===== config.mk =====
export PLATFORM = sky130hd
export DESIGN_NAME = fadd32_issue_arb
export DESIGN_NICKNAME = d
export VERILOG_FILES = /design/src/rtl/fadd32_issue_arb.sv
export SDC_FILE = /design/constraint.sdc
export NUM_CORES = 1
export LEC_CHECK = 0
export ABC_AREA = 1
export BUFFER_PORTS_ARGS = -buffer_cell sky130_fd_sc_hd__buf_2
export CORE_AREA = 5 5 191 230
export CTS_BUF_LIST = sky130_fd_sc_hd__clkbuf_2
export DETAILED_ROUTE_END_ITERATION = 8
export DIE_AREA = 0 0 196 235
export HOLD_SLACK_MARGIN = 0.03
export PLACE_DENSITY = 0.73
export SYNTH_ARGS = -nofsm -noshare
export SYNTH_HDL_FRONTEND = slang
export SYNTH_SLANG_ARGS = --single-unit

===== constraint.sdc =====
create_clock -name clk -period 11.5 [get_ports clk]
set_clock_uncertainty 0.05 [all_clocks]
set_input_delay 0.575 -clock clk [delete_from_list [all_inputs] [get_ports clk]]
set_output_delay 0.575 -clock clk [all_outputs]
set_load 0.05 [all_outputs]

===== src/rtl/fadd32_issue_arb.sv =====
// fadd32_issue_arb: round-robin front end that shares one pipelined fadd32 core
// among NUM_REQ requesters, each with at most one operation in flight.
module fadd32_issue_arb #(
    parameter int unsigned NUM_REQ  = 4,
    parameter int unsigned FADD_LAT = 3
) (
    input  logic                   clk,
    input  logic                   rst,
    input  logic [NUM_REQ-1:0]     req_valid_i,
    output logic [NUM_REQ-1:0]     req_ready_o,
    input  logic [32*NUM_REQ-1:0]  req_opa_i,
    input  logic [32*NUM_REQ-1:0]  req_opb_i,
    input  logic [3*NUM_REQ-1:0]   req_rm_i,
    output logic                   fadd_valid_o,
    output logic [31:0]            fadd_opa_o,
    output logic [31:0]            fadd_opb_o,
    output logic [2:0]             fadd_rm_o,
    input  logic [31:0]            fadd_res_i,
    input  logic [4:0]             fadd_fflags_i,
    output logic [NUM_REQ-1:0]     rsp_valid_o,
    input  logic [NUM_REQ-1:0]     rsp_ready_i,
    output logic [32*NUM_REQ-1:0]  rsp_res_o,
    output logic [5*NUM_REQ-1:0]   rsp_fflags_o,
    output logic                   idle_o
);
    localparam int unsigned ID_W = (NUM_REQ > 1) ? $clog2(NUM_REQ) : 1;

    typedef struct packed {
        logic            valid;
        logic [ID_W-1:0] id;
    } tag_t;

    logic [ID_W-1:0]       rr_ptr_q, rr_ptr_d;
    logic [NUM_REQ-1:0]    busy_q, busy_d;
    logic                  fadd_valid_q, fadd_valid_d;
    logic [31:0]           fadd_opa_q, fadd_opa_d;
    logic [31:0]           fadd_opb_q, fadd_opb_d;
    logic [2:0]            fadd_rm_q, fadd_rm_d;
    logic [ID_W-1:0]       issue_id_q, issue_id_d;
    tag_t                  tag_q [FADD_LAT];
    tag_t                  tag_d [FADD_LAT];
    logic [NUM_REQ-1:0]    rsp_valid_q, rsp_valid_d;
    logic [32*NUM_REQ-1:0] rsp_res_q, rsp_res_d;
    logic [5*NUM_REQ-1:0]  rsp_fflags_q, rsp_fflags_d;

    logic [NUM_REQ-1:0]    eligible;
    logic [NUM_REQ-1:0]    grant;
    logic                  grant_vld;
    logic [ID_W-1:0]       grant_id;
    logic [31:0]           sel_opa, sel_opb;
    logic [2:0]            sel_rm;
    int unsigned           arb_idx;
    logic [NUM_REQ-1:0]    rsp_hs;
    tag_t                  wb_tag;
    logic                  tag_busy;

    // Round-robin search from rr_ptr upward with wrap; first eligible requester wins.
    always_comb begin
        eligible  = req_valid_i & ~busy_q;
        grant     = '0;
        grant_vld = 1'b0;
        grant_id  = '0;
        sel_opa   = '0;
        sel_opb   = '0;
        sel_rm    = '0;
        arb_idx   = 0;
        for (int unsigned k = 0; k < NUM_REQ; k++) begin
            arb_idx = 32'(rr_ptr_q) + k;
            if (arb_idx >= NUM_REQ) begin
                arb_idx = arb_idx - NUM_REQ;
            end
            if (!grant_vld && eligible[arb_idx] && !rst) begin
                grant_vld      = 1'b1;
                grant[arb_idx] = 1'b1;
                grant_id       = ID_W'(arb_idx);
                sel_opa        = req_opa_i[32*arb_idx +: 32];
                sel_opb        = req_opb_i[32*arb_idx +: 32];
                sel_rm         = req_rm_i[3*arb_idx +: 3];
            end
        end
    end

    // Next state: pointer, busy flags, issue register, tag pipe and writeback.
    always_comb begin
        rr_ptr_d     = rr_ptr_q;
        fadd_valid_d = grant_vld;
        fadd_opa_d   = fadd_opa_q;
        fadd_opb_d   = fadd_opb_q;
        fadd_rm_d    = fadd_rm_q;
        issue_id_d   = issue_id_q;
        rsp_hs       = rsp_valid_q & rsp_ready_i;
        busy_d       = (busy_q | grant) & ~rsp_hs;
        rsp_valid_d  = rsp_valid_q & ~rsp_hs;
        rsp_res_d    = rsp_res_q;
        rsp_fflags_d = rsp_fflags_q;
        wb_tag       = tag_q[FADD_LAT-1];

        if (grant_vld) begin
            rr_ptr_d   = (grant_id == ID_W'(NUM_REQ - 1)) ? '0 : grant_id + ID_W'(1);
            fadd_opa_d = sel_opa;
            fadd_opb_d = sel_opb;
            fadd_rm_d  = sel_rm;
            issue_id_d = grant_id;
        end

        // Tag enters alongside the issued op so it lines up with the core result.
        tag_d[0].valid = fadd_valid_q;
        tag_d[0].id    = issue_id_q;
        for (int unsigned s = 1; s < FADD_LAT; s++) begin
            tag_d[s] = tag_q[s-1];
        end

        for (int unsigned i = 0; i < NUM_REQ; i++) begin
            if (wb_tag.valid && (wb_tag.id == ID_W'(i))) begin
                rsp_valid_d[i]           = 1'b1;
                rsp_res_d[32*i +: 32]    = fadd_res_i;
                rsp_fflags_d[5*i +: 5]   = fadd_fflags_i;
            end
        end
    end

    // State registers; reset drops every in-flight op and buffered result.
    always_ff @(posedge clk or posedge rst) begin
        if (rst) begin
            rr_ptr_q     <= '0;
            busy_q       <= '0;
            fadd_valid_q <= 1'b0;
            fadd_opa_q   <= '0;
            fadd_opb_q   <= '0;
            fadd_rm_q    <= '0;
            issue_id_q   <= '0;
            rsp_valid_q  <= '0;
            rsp_res_q    <= '0;
            rsp_fflags_q <= '0;
            for (int unsigned s = 0; s < FADD_LAT; s++) begin
                tag_q[s] <= '0;
            end
        end else begin
            rr_ptr_q     <= rr_ptr_d;
            busy_q       <= busy_d;
            fadd_valid_q <= fadd_valid_d;
            fadd_opa_q   <= fadd_opa_d;
            fadd_opb_q   <= fadd_opb_d;
            fadd_rm_q    <= fadd_rm_d;
            issue_id_q   <= issue_id_d;
            rsp_valid_q  <= rsp_valid_d;
            rsp_res_q    <= rsp_res_d;
            rsp_fflags_q <= rsp_fflags_d;
            for (int unsigned s = 0; s < FADD_LAT; s++) begin
                tag_q[s] <= tag_d[s];
            end
        end
    end

    // Idle when nothing is buffered, issuing or travelling through the core.
    always_comb begin
        tag_busy = 1'b0;
        for (int unsigned s = 0; s < FADD_LAT; s++) begin
            tag_busy = tag_busy | tag_q[s].valid;
        end
    end

    assign req_ready_o  = grant;
    assign fadd_valid_o = fadd_valid_q;
    assign fadd_opa_o   = fadd_opa_q;
    assign fadd_opb_o   = fadd_opb_q;
    assign fadd_rm_o    = fadd_rm_q;
    assign rsp_valid_o  = rsp_valid_q;
    assign rsp_res_o    = rsp_res_q;
    assign rsp_fflags_o = rsp_fflags_q;
    assign idle_o       = ~|busy_q & ~fadd_valid_q & ~tag_busy;

endmodule


==> results of run 1 <==
-- path summary, 6_finish.rpt --
check | from | endpoint | slack [ns] | cells past startpoint
hold reg to reg | tag_d[1] | tag_q[1] | 0.31 | 0
min in group asynchronous | rst | fadd_valid_o | 0.44 | 3
hold / removal | req_opb_i[85] | fadd_opb_o[21] | 0.13 | 7
setup / recovery | flip-flop | req_ready_o[3] | 4.81 | 13
setup reg to reg | flip-flop | fadd_opb_o[21] | 5.23 | 15
max in group asynchronous | rst | rsp_fflags_o[14] | 8.77 | 5
-- per-stage QoR --
| step | utilization | hold WS (ns) | total power [mW] | instances |
|---|---|---|---|---|
| final | 0.569 | 0.128 | 8.60 | 4220 |
| after detailed placement | 0.508 | 0.286 | 7.50 | 3905 |
| after global placement | 0.508 | 0.282 | 7.44 | 3905 |
| after global routing | 0.569 | 0.109 | 9.34 | 4217 |
| after floorplan | - | 0.281 | 6.15 | 3017 |
| after CTS | 0.568 | 0.0309 | 8.56 | 4208 |
-- worst register-to-register path: stages, from the launching register on --
cell and delay, ns:
sky130_fd_sc_hd__dfrtp_4 1.09, sky130_fd_sc_hd__inv_4 0.56, sky130_fd_sc_hd__ha_4 0.63, sky130_fd_sc_hd__inv_4 0.65, sky130_fd_sc_hd__nand3_2 0.21, sky130_fd_sc_hd__nand3_4 0.16, sky130_fd_sc_hd__nand3_4 0.25, sky130_fd_sc_hd__buf_4 0.48
sky130_fd_sc_hd__nor2_4 0.18, sky130_fd_sc_hd__buf_4 0.51, sky130_fd_sc_hd__nand2_1 0.12, sky130_fd_sc_hd__nand2_1 0.09, sky130_fd_sc_hd__dlygate4sd3_1 0.55, sky130_fd_sc_hd__nor2_1 0.04, sky130_fd_sc_hd__dlygate4sd3_1 0.56, sky130_fd_sc_hd__nand3_1 0.07
-- logic make-up after synthesis --
logic type / Yosys count / share of synthesized area
adders and majority gates: 8 / 0.00542
buffers and inverters: 529 / 0.120
AOI/OAI and AO/OA: 810 / 0.235
and+or+nand+nor: 1408 / 0.304
muxes: 25 / 0.0135
DFF: 237 / 0.321
-- where the power goes --
part,internal (mW),switching [mW]
combinational,1.97,4.49
clock,0.205,0.370
sequential,1.27,0.299
total,3.45,5.16
-- layer usage --
| metal | vias to the layer above | global-route usage | share of wire |
|---|---|---|---|
| li1 | 11008 | - | - |
| met1 | 10070 | 0.366 | 0.39 |
| met2 | 1121 | 0.508 | 0.48 |
| met3 | 220 | 0.0688 | 0.097 |
| met4 | 14 | 0.125 | 0.038 |
| met5 | - | 0 | 0.0013 |
-- final cells by class --
class | instances | area (um^2) | share of cell area
Multi-Input combinational cell | 2251 | 10400 | 0.440
Sequential cell | 237 | 5940 | 0.252
Timing Repair Buffer | 760 | 4860 | 0.206
Inverter | 309 | 1170 | 0.0498
Tap cell | 546 | 683 | 0.0290
Clock buffer | 85 | 425 | 0.0180
Clock inverter | 20 | 100 | 0.00424
Antenna cell | 12 | 30.0 | 0.00127
-- sequential cells by signal, summed over array words and instances, names as in the netlist, named ones only --
| register | count |
|---|---|
| fadd_rm_o | 3 |
| rsp_fflags_o | 20 |
| busy_q | 4 |
| tag_d | 6 |
| rsp_res_o | 128 |
| fadd_valid_o | 1 |
| rr_ptr_q | 1 |
| tag_q | 3 |
| issue_id_q | 2 |
| fadd_opb_o | 32 |
| fadd_opa_o | 32 |
| rsp_valid_o | 4 |
-- cell usage in the layout (no fill, tap or decap), types with 9 or more instances in the layout --
cell type                       instances
sky130_fd_sc_hd__clkinv_1              16
sky130_fd_sc_hd__a21oi_1               88
sky130_fd_sc_hd__o21ai_1               38
sky130_fd_sc_hd__mux2i_1               25
sky130_fd_sc_hd__nor3_1                14
sky130_fd_sc_hd__buf_2                539
sky130_fd_sc_hd__o21a_1                11
sky130_fd_sc_hd__nand4_1                9
sky130_fd_sc_hd__dfrtp_1              235
sky130_fd_sc_hd__diode_2               12
sky130_fd_sc_hd__o22ai_1               15
sky130_fd_sc_hd__clkbuf_2              85
sky130_fd_sc_hd__o211ai_1              86
sky130_fd_sc_hd__inv_1                300
sky130_fd_sc_hd__buf_4                 22
sky130_fd_sc_hd__nand2_1             1097
sky130_fd_sc_hd__a211oi_1              10
sky130_fd_sc_hd__nor2_1               114
sky130_fd_sc_hd__dlygate4sd3_1        198
sky130_fd_sc_hd__nand3_1              142
sky130_fd_sc_hd__o21ai_0              557
-- timing repair --
action | 4_1_cts | 5_1_grt
hold endpoints to repair | 347 | 0
hold buffers | 198 | 0
endpoints found under the setup margin | 0 | 0
==> results.md, run 1 <==
- The leakage component of the power is roughly 13 nW.
- Counting the fill cells in the layout gives about 4200.
- The total global routing overflow is 0.
- The synthesis-to-finish area growth is 27.6%.
- The final routed DRC violation total is 0.
- The number of global-route vias before repair came to just over 20000.
- The number of synthesized flops with an enable pin is 0.
- The floorplan row count is 82.
- The proportion of netlist area held by the largest area contributor is 0.321.
- The deepest clock path buffer count is 3.
- The fraction of registers with async set/reset is 1.00.
- Based on the critical path, the design can be clocked at up to around 150 MHz.
- The detailed router placed between 20000 and 25000 vias in this run.
- Synthesis produced ~3000 cells.
- In the post-synthesis netlist, the biggest area contributors are sky130_fd_sc_hd__dfrtp_1 (32%), sky130_fd_sc_hd__nand2_1 (22%), sky130_fd_sc_hd__o21ai_0 (15%).
- The worst supply voltage drop on vdd is roughly 0.25 mV.
- The cell taking the most area after synthesis is sky130_fd_sc_hd__dfrtp_1.
- Setup repair after global routing left no endpoint under its margin.
- The flow ran to the end, and the final reports show no timing, DRC or antenna violations.
- The final count of hold timing violations is 0.
- Dividing total power by cell area gives a power density of 365 mW/mm^2.
- Among all cell types in the netlist, the one instantiated most often is sky130_fd_sc_hd__nand2_1.
- In the routed layout, each cell is associated on average with a via count of approximately 5.3.
- The actual slew at the worst max-slew pin is 1.13 ns.
- The global routing usage summed across all routing layers is 0.300.
- The max-cap violation count is 0.
- The clock root buffer is sky130_fd_sc_hd__clkbuf_2.
- The initial antenna violation count is 20.
- The launching element type of the critical path is a flip-flop.
- The first global-routing pass estimated ~110 mm of wire.
- Summing all non-filler instances in the final layout gives an area of around 0.024 mm^2.
- In the final layout, the share of cells above drive strength 1 is 0.187.
- The kind of end point of the critical path is an output port.
- The number of synthesized register bits is ~240.
- The floorplan die area is around 0.046 mm^2.
- The max-slew violation total from the final report came to 0.
- The critical path data arrival time is ~6.1 ns.
- Setup violations remaining at the end of the flow were counted as 0.
- The max-slew headroom at the worst pin is 0.245.
- The worst hold-check path type is in2reg.
- The post-CTS setup-driven buffer insertion count is 0.
- In this design, the largest share of critical-path delay is due to buffers and inverters.
- The number of violations reported at the end of detailed-routing iteration 0 is ~1700.
- The clock transition at the register clock pins on the worst setup and hold paths after CTS is ~0.11 ns.
- Timing analysis after detailed placement gives a worst setup slack of a little under 6 ns.
- The number of cells upsized or downsized after cts is 0.
- The summed negative setup slack over all endpoints is 0 ns.
- For this configuration, the core starts out at a cell density of 0.446.
- In the finished design, the share of the clock period the worst path needs comes to 0.582.
- Once detailed placement completed, the half-perimeter wirelength came to between 40 and 50 mm.
- The total nets after synthesis is about 3300.
- The detail route stage leaves a number of antenna-violating nets equal to 0.
- The first TritonRoute pass finished after 6 iterations.
- Buffers inserted during clock tree synthesis total 60.
- Sorting the synthesized cells by how often they occur yields sky130_fd_sc_hd__nand2_1 (1101), sky130_fd_sc_hd__o21ai_0 (557), sky130_fd_sc_hd__inv_1 (300).
- The maximum number of pins on one net before global-route repair is just under 300.
- The buffering stage count on the worst path with inverters included is 5.
- The core area is around 0.041 mm^2.
- The clock latency of the later-clocked register in the worst-skew pair is 1.00 ns.
- The sequential-to-total area share from yosys stat is 0.321.
- The vertical extent of the die is roughly 240 um.
- The count of distinct cell types in the synthesized netlist is 37.
- In this run the cell area measured after placement is approximately 0.021 mm^2.
- The cell area that synthesis handed to floorplanning was roughly 0.018 mm^2.
- Counting every sink on the clock net gives 237.
- Measured along the x axis, the die boundary spans roughly 200 um.
- At the end of routability-driven placement, the weighted congestion stood at between 0.9 and 1.
- The clock period could shrink to roughly 6.7 ns.
- The deepest level of the CTS H-tree is 2.
- The cell type of the slowest stage on the worst timing path is sky130_fd_sc_hd__dfrtp_4.
- The clock tree from TritonCTS is built.
- Once routing completed, OpenROAD measured the worst setup slack at ~4.8 ns.
- For the worst setup path, the data required time is around 11 ns.
- The per-cell routed wire length is between 15 and 20 um.
- The maximum single-stage delay on the critical path is 1.09 ns.
- The wire length reported by the detailed router is ~72 mm.
- The top-level I/O count is 540.
- Among all flip-flop cells after synthesis, the most frequent one is sky130_fd_sc_hd__dfrtp_1.
- Buffers placed on the I/O ports in this run total roughly 540.
- Of all nets on the critical path, the largest fanout is 107.
- The number of nets in the layout is slightly below 4000.
- The signal on the critical path passes through inv_4 > ha_4 > inv_4 > nand3_2 > nand3_4 > nand2_2 > nor2_4 > nand2_2 > inv_2 > buf_4 > nand2_1 > nand2_1 > buf_2.
- The class of the most critical setup path is reg2out.
- The number of warnings printed during yosys synthesis is 0.
- The post-synthesis area per instance is about 6 um^2.
Note: power is estimated with default switching activity, not from simulation.
==> inputs of run 2 (changes only) <==
Clock period 11.5 ns to 6.5 ns, I/O delays scaled along.
==> run 2 against run 1 <==
Routed wire length increased by 2.8%. Worst hold slack improved by 0.0026 ns. Sequential share of layout area shrank 0.99 points. Clock-buffer cell count grew 2. Total power is 86% higher. First-iteration DRC count increased by 11%. Register-to-register slack worse by 4.7 ns.
==> results.md, run 2 (synthesis results as in run 1) <==
- The core area is 0.0414 mm^2 (unchanged).
- The residual antenna-violating net count after detailed routing is 0 (unchanged).
- The initial antenna violation count is 20 (unchanged).
- The final count of hold timing violations came to 0 (unchanged).
- The number of buffers inserted during clock tree synthesis is 60 (unchanged).
- The run finished with clean final reports.
- Leaving out fill and tap cells, the most frequent cell in the layout is sky130_fd_sc_hd__nand2_1.
- The number of violations reported at the end of detailed-routing iteration 0 was 1885 (+11%).
- The summed negative setup slack over all endpoints was 0 ns (unchanged).
- The count of buffers inserted at the top-level ports is 539 (unchanged).
- The library cells used most frequently in the layout, excluding fill and tap cells, are sky130_fd_sc_hd__nand2_1 (1097), sky130_fd_sc_hd__o21ai_0 (557), sky130_fd_sc_hd__buf_2 (538), sky130_fd_sc_hd__inv_1 (300), sky130_fd_sc_hd__dlygate4sd3_1 (290).
- The storage element area is 0.00594 mm^2 (unchanged).
- The max-slew headroom at the worst pin is 0.225 (-0.0204).
- The most repeated library cell on the critical path is sky130_fd_sc_hd__nand3_1.
- The critical path required time is 7.27 ns (-3.61 ns).
- The cell area power density is 652 mW/mm^2 (+79%).
- Setup repair after global routing left no endpoint under its margin.
- The launching element type of the critical path is a flip-flop.
- The clock latency of the later-clocked register in the worst-skew pair is 0.96 ns (-0.04 ns).
- The path class of the tightest hold or removal check is in2reg.
- The half-perimeter wire length after placement came to 48.6 mm (+2.5%).
- The startpoint identified for the worst hold timing path is req_valid_i[0].
- The deepest clock path buffer count is 3 (unchanged).
- The top-level I/O count was 540 (unchanged).
- The total number of vias is 23115 (+3.0%).
- The part of the cycle the worst path needs is 0.911.
- The number of global-route vias before repair is 21995 (+6.0%).
- TritonCTS built the clock tree.
- The number of flip-flops under the largest register name is 128 (unchanged).
- The fraction of layout instances using a drive strength above 1 is 0.184 (-0.00295).
- The clock transition at the register clock pins on the worst setup and hold paths after CTS was 0.13 ns (+0.02 ns).
- The area growth from synthesis to layout is 32.9%.
- The deepest level of the CTS H-tree is 2 (unchanged).
- The area of the multi-input gates is 0.0104 mm^2 (about the same).
- The clock sink count came to 237 (unchanged).
- The buffering stage count on the worst path with inverters included was 6 (+1).
- The floorplan row count was 82 (unchanged).
- The number of filler cells placed in the layout is 3963 (-4.9%).
- The width of the die is 196 um (unchanged).
- The clock root buffer is sky130_fd_sc_hd__clkbuf_2.
- The final critical delay including setup and external delays is around 5.9 ns.
- The per-cell routed wire length is 17.2 um (+0.41%).
- The vertical extent of the die is 235 um (unchanged).
- The post-route cell area is 0.0246 mm^2 (+4.1%).
- The final routed DRC violation total was 0 (unchanged).
- The upper clock frequency limit is between 150 and 200 MHz.
- The critical path is of the reg2reg type.
- The maximum fanout along the worst path is 92 (-14%).
- The max-cap violation count is 0 (unchanged).
- The average via count per standard cell came to 5.35 (+0.63%).
- The total global routing overflow is 0 (unchanged).
- The setup-violating endpoint count in the final report is 0 (unchanged).
- The number of nets in the layout was 4040 (+2.5%).
- Traced cell by cell, the critical path runs through inv_4 > buf_4 > nand3_1 > nand3_1 > nand3_1 > nand3_4 > inv_2 > nand3_1 > nand2_1 > dlygate4sd3_1 > nor2_1 > dlygate4sd3_1 > nand3_1 > dlygate4sd3_1.
- The placed cell area is 0.0211 mm^2 (+0.19%).
- The worst supply voltage drop on vdd is 0.365 mV (+45%).
- The wire length of the first global-routing pass is 116 mm (+2.8%).
- The global routing usage summed across all routing layers is 0.307 (+0.00735).
- The leakage component of the power came to 13.0 nW (+3.5%).
- The global placement routability congestion is 0.923 (+0.35%).
- The floorplan die area is 0.0461 mm^2 (unchanged).
- The kind of end point of the critical path is a flip-flop.
- The cell type of the slowest stage on the worst timing path is sky130_fd_sc_hd__dfrtp_4.
- The total power was 16.0 mW (+86%).
- The maximum single-stage delay on the critical path is 0.78 ns (-0.31 ns).
- The wire length reported by the detailed router is 74.5 mm (+2.8%).
- The critical path data arrival time is 6.70 ns (+0.64 ns).
- The family with the most delay on the worst path is buffers and inverters.
- The maximum number of pins on one net before global-route repair is 132 (-55%).
- The actual slew at the worst max-slew pin is 1.16 ns (+0.0319 ns).
- The max-slew violation total from the final report came to 0 (unchanged).
- The effective utilization at floorplan is 0.446 (unchanged).
- The number of iterations in the first detailed-routing pass is 8 (+2).
-- run 2: cell types whose count changed in the layout (fill, tap and decap cells not counted), moves of 2 or more --
cell / previous run / this run
sky130_fd_sc_hd__dlygate4sd3_1: 198 / 290
sky130_fd_sc_hd__buf_4: 22 / 28
sky130_fd_sc_hd__clkbuf_2: 85 / 87
sky130_fd_sc_hd__clkinv_1: 16 / 18
-- run 2: repair_timing --
action / in CTS / in global routing
gates resized for setup: 0 / 0
setup buffers: 0 / 0
setup endpoints to repair: 0 / 1
hold buffers: 290 / 0
endpoints found under the hold margin: 324 / 0
-- run 2: final timing paths --
| kind | end | slack [ns] | cells past startpoint |
|---|---|---|---|
| worst min register to register | tag_d[1] | 0.29 | 0 |
| min in group asynchronous | busy_q[3] | 0.82 | 4 |
| worst min-delay path | issue_id_q[1] | 0.13 | 7 |
| max in group asynchronous | rsp_res_o[29] | 4.06 | 5 |
| worst max register to register | fadd_opa_o[5] | 0.58 | 14 |
| worst max-delay path | fadd_opa_o[5] | 0.58 | 14 |
-- run 2: per-layer routing --
metal,up-vias,global-route usage,wire (um)
li1,11186,-,-
met1,10393,0.365,28200
met2,1258,0.513,35000
met3,262,0.0686,7200
met4,16,0.169,4020
met5,-,0,99
-- run 2: worst reg2reg max path: stages, from the launching register on --
cell                            delay, ns
sky130_fd_sc_hd__dfrtp_4             0.78
sky130_fd_sc_hd__inv_4               0.19
sky130_fd_sc_hd__buf_4               0.66
sky130_fd_sc_hd__nand3_1             0.23
sky130_fd_sc_hd__nand3_1             0.15
sky130_fd_sc_hd__nand3_1             0.52
sky130_fd_sc_hd__nand3_4             0.72
sky130_fd_sc_hd__inv_2               0.46
sky130_fd_sc_hd__nand3_1             0.16
sky130_fd_sc_hd__nand2_1             0.08
sky130_fd_sc_hd__dlygate4sd3_1       0.57
sky130_fd_sc_hd__nor2_1              0.11
sky130_fd_sc_hd__dlygate4sd3_1       0.55
sky130_fd_sc_hd__nand3_1             0.06
sky130_fd_sc_hd__dlygate4sd3_1       0.56
-- run 2: final cells by class --
type	instances	area share
Timing Repair Buffer	857	0.237
Clock inverter	22	0.00387
Antenna cell	11	0.00112
Clock buffer	87	0.0177
Multi-Input combinational cell	2252	0.423
Inverter	309	0.0478
Tap cell	546	0.0278
Sequential cell	237	0.242
-- run 2: through the flow --
stage	cells	hold slack, ns	util	setup WS [ns]
after floorplan	3017	0.281	-	1.45
after global placement	3910	0.283	0.509	1.91
after detailed placement	3910	0.286	0.509	1.84
after CTS	4309	0.0325	0.592	0.467
after global routing	4319	0.0858	0.592	0.216
final	4321	0.130	0.592	0.579
-- run 2: report_power, final --
part	internal [mW]	switching, mW	leakage [nW]	total [mW]
combinational	4.06	8.14	9.70	12.2
clock	0.364	0.673	0.404	1.04
sequential	2.25	0.507	2.90	2.76
total	6.67	9.32	13.0	16.0
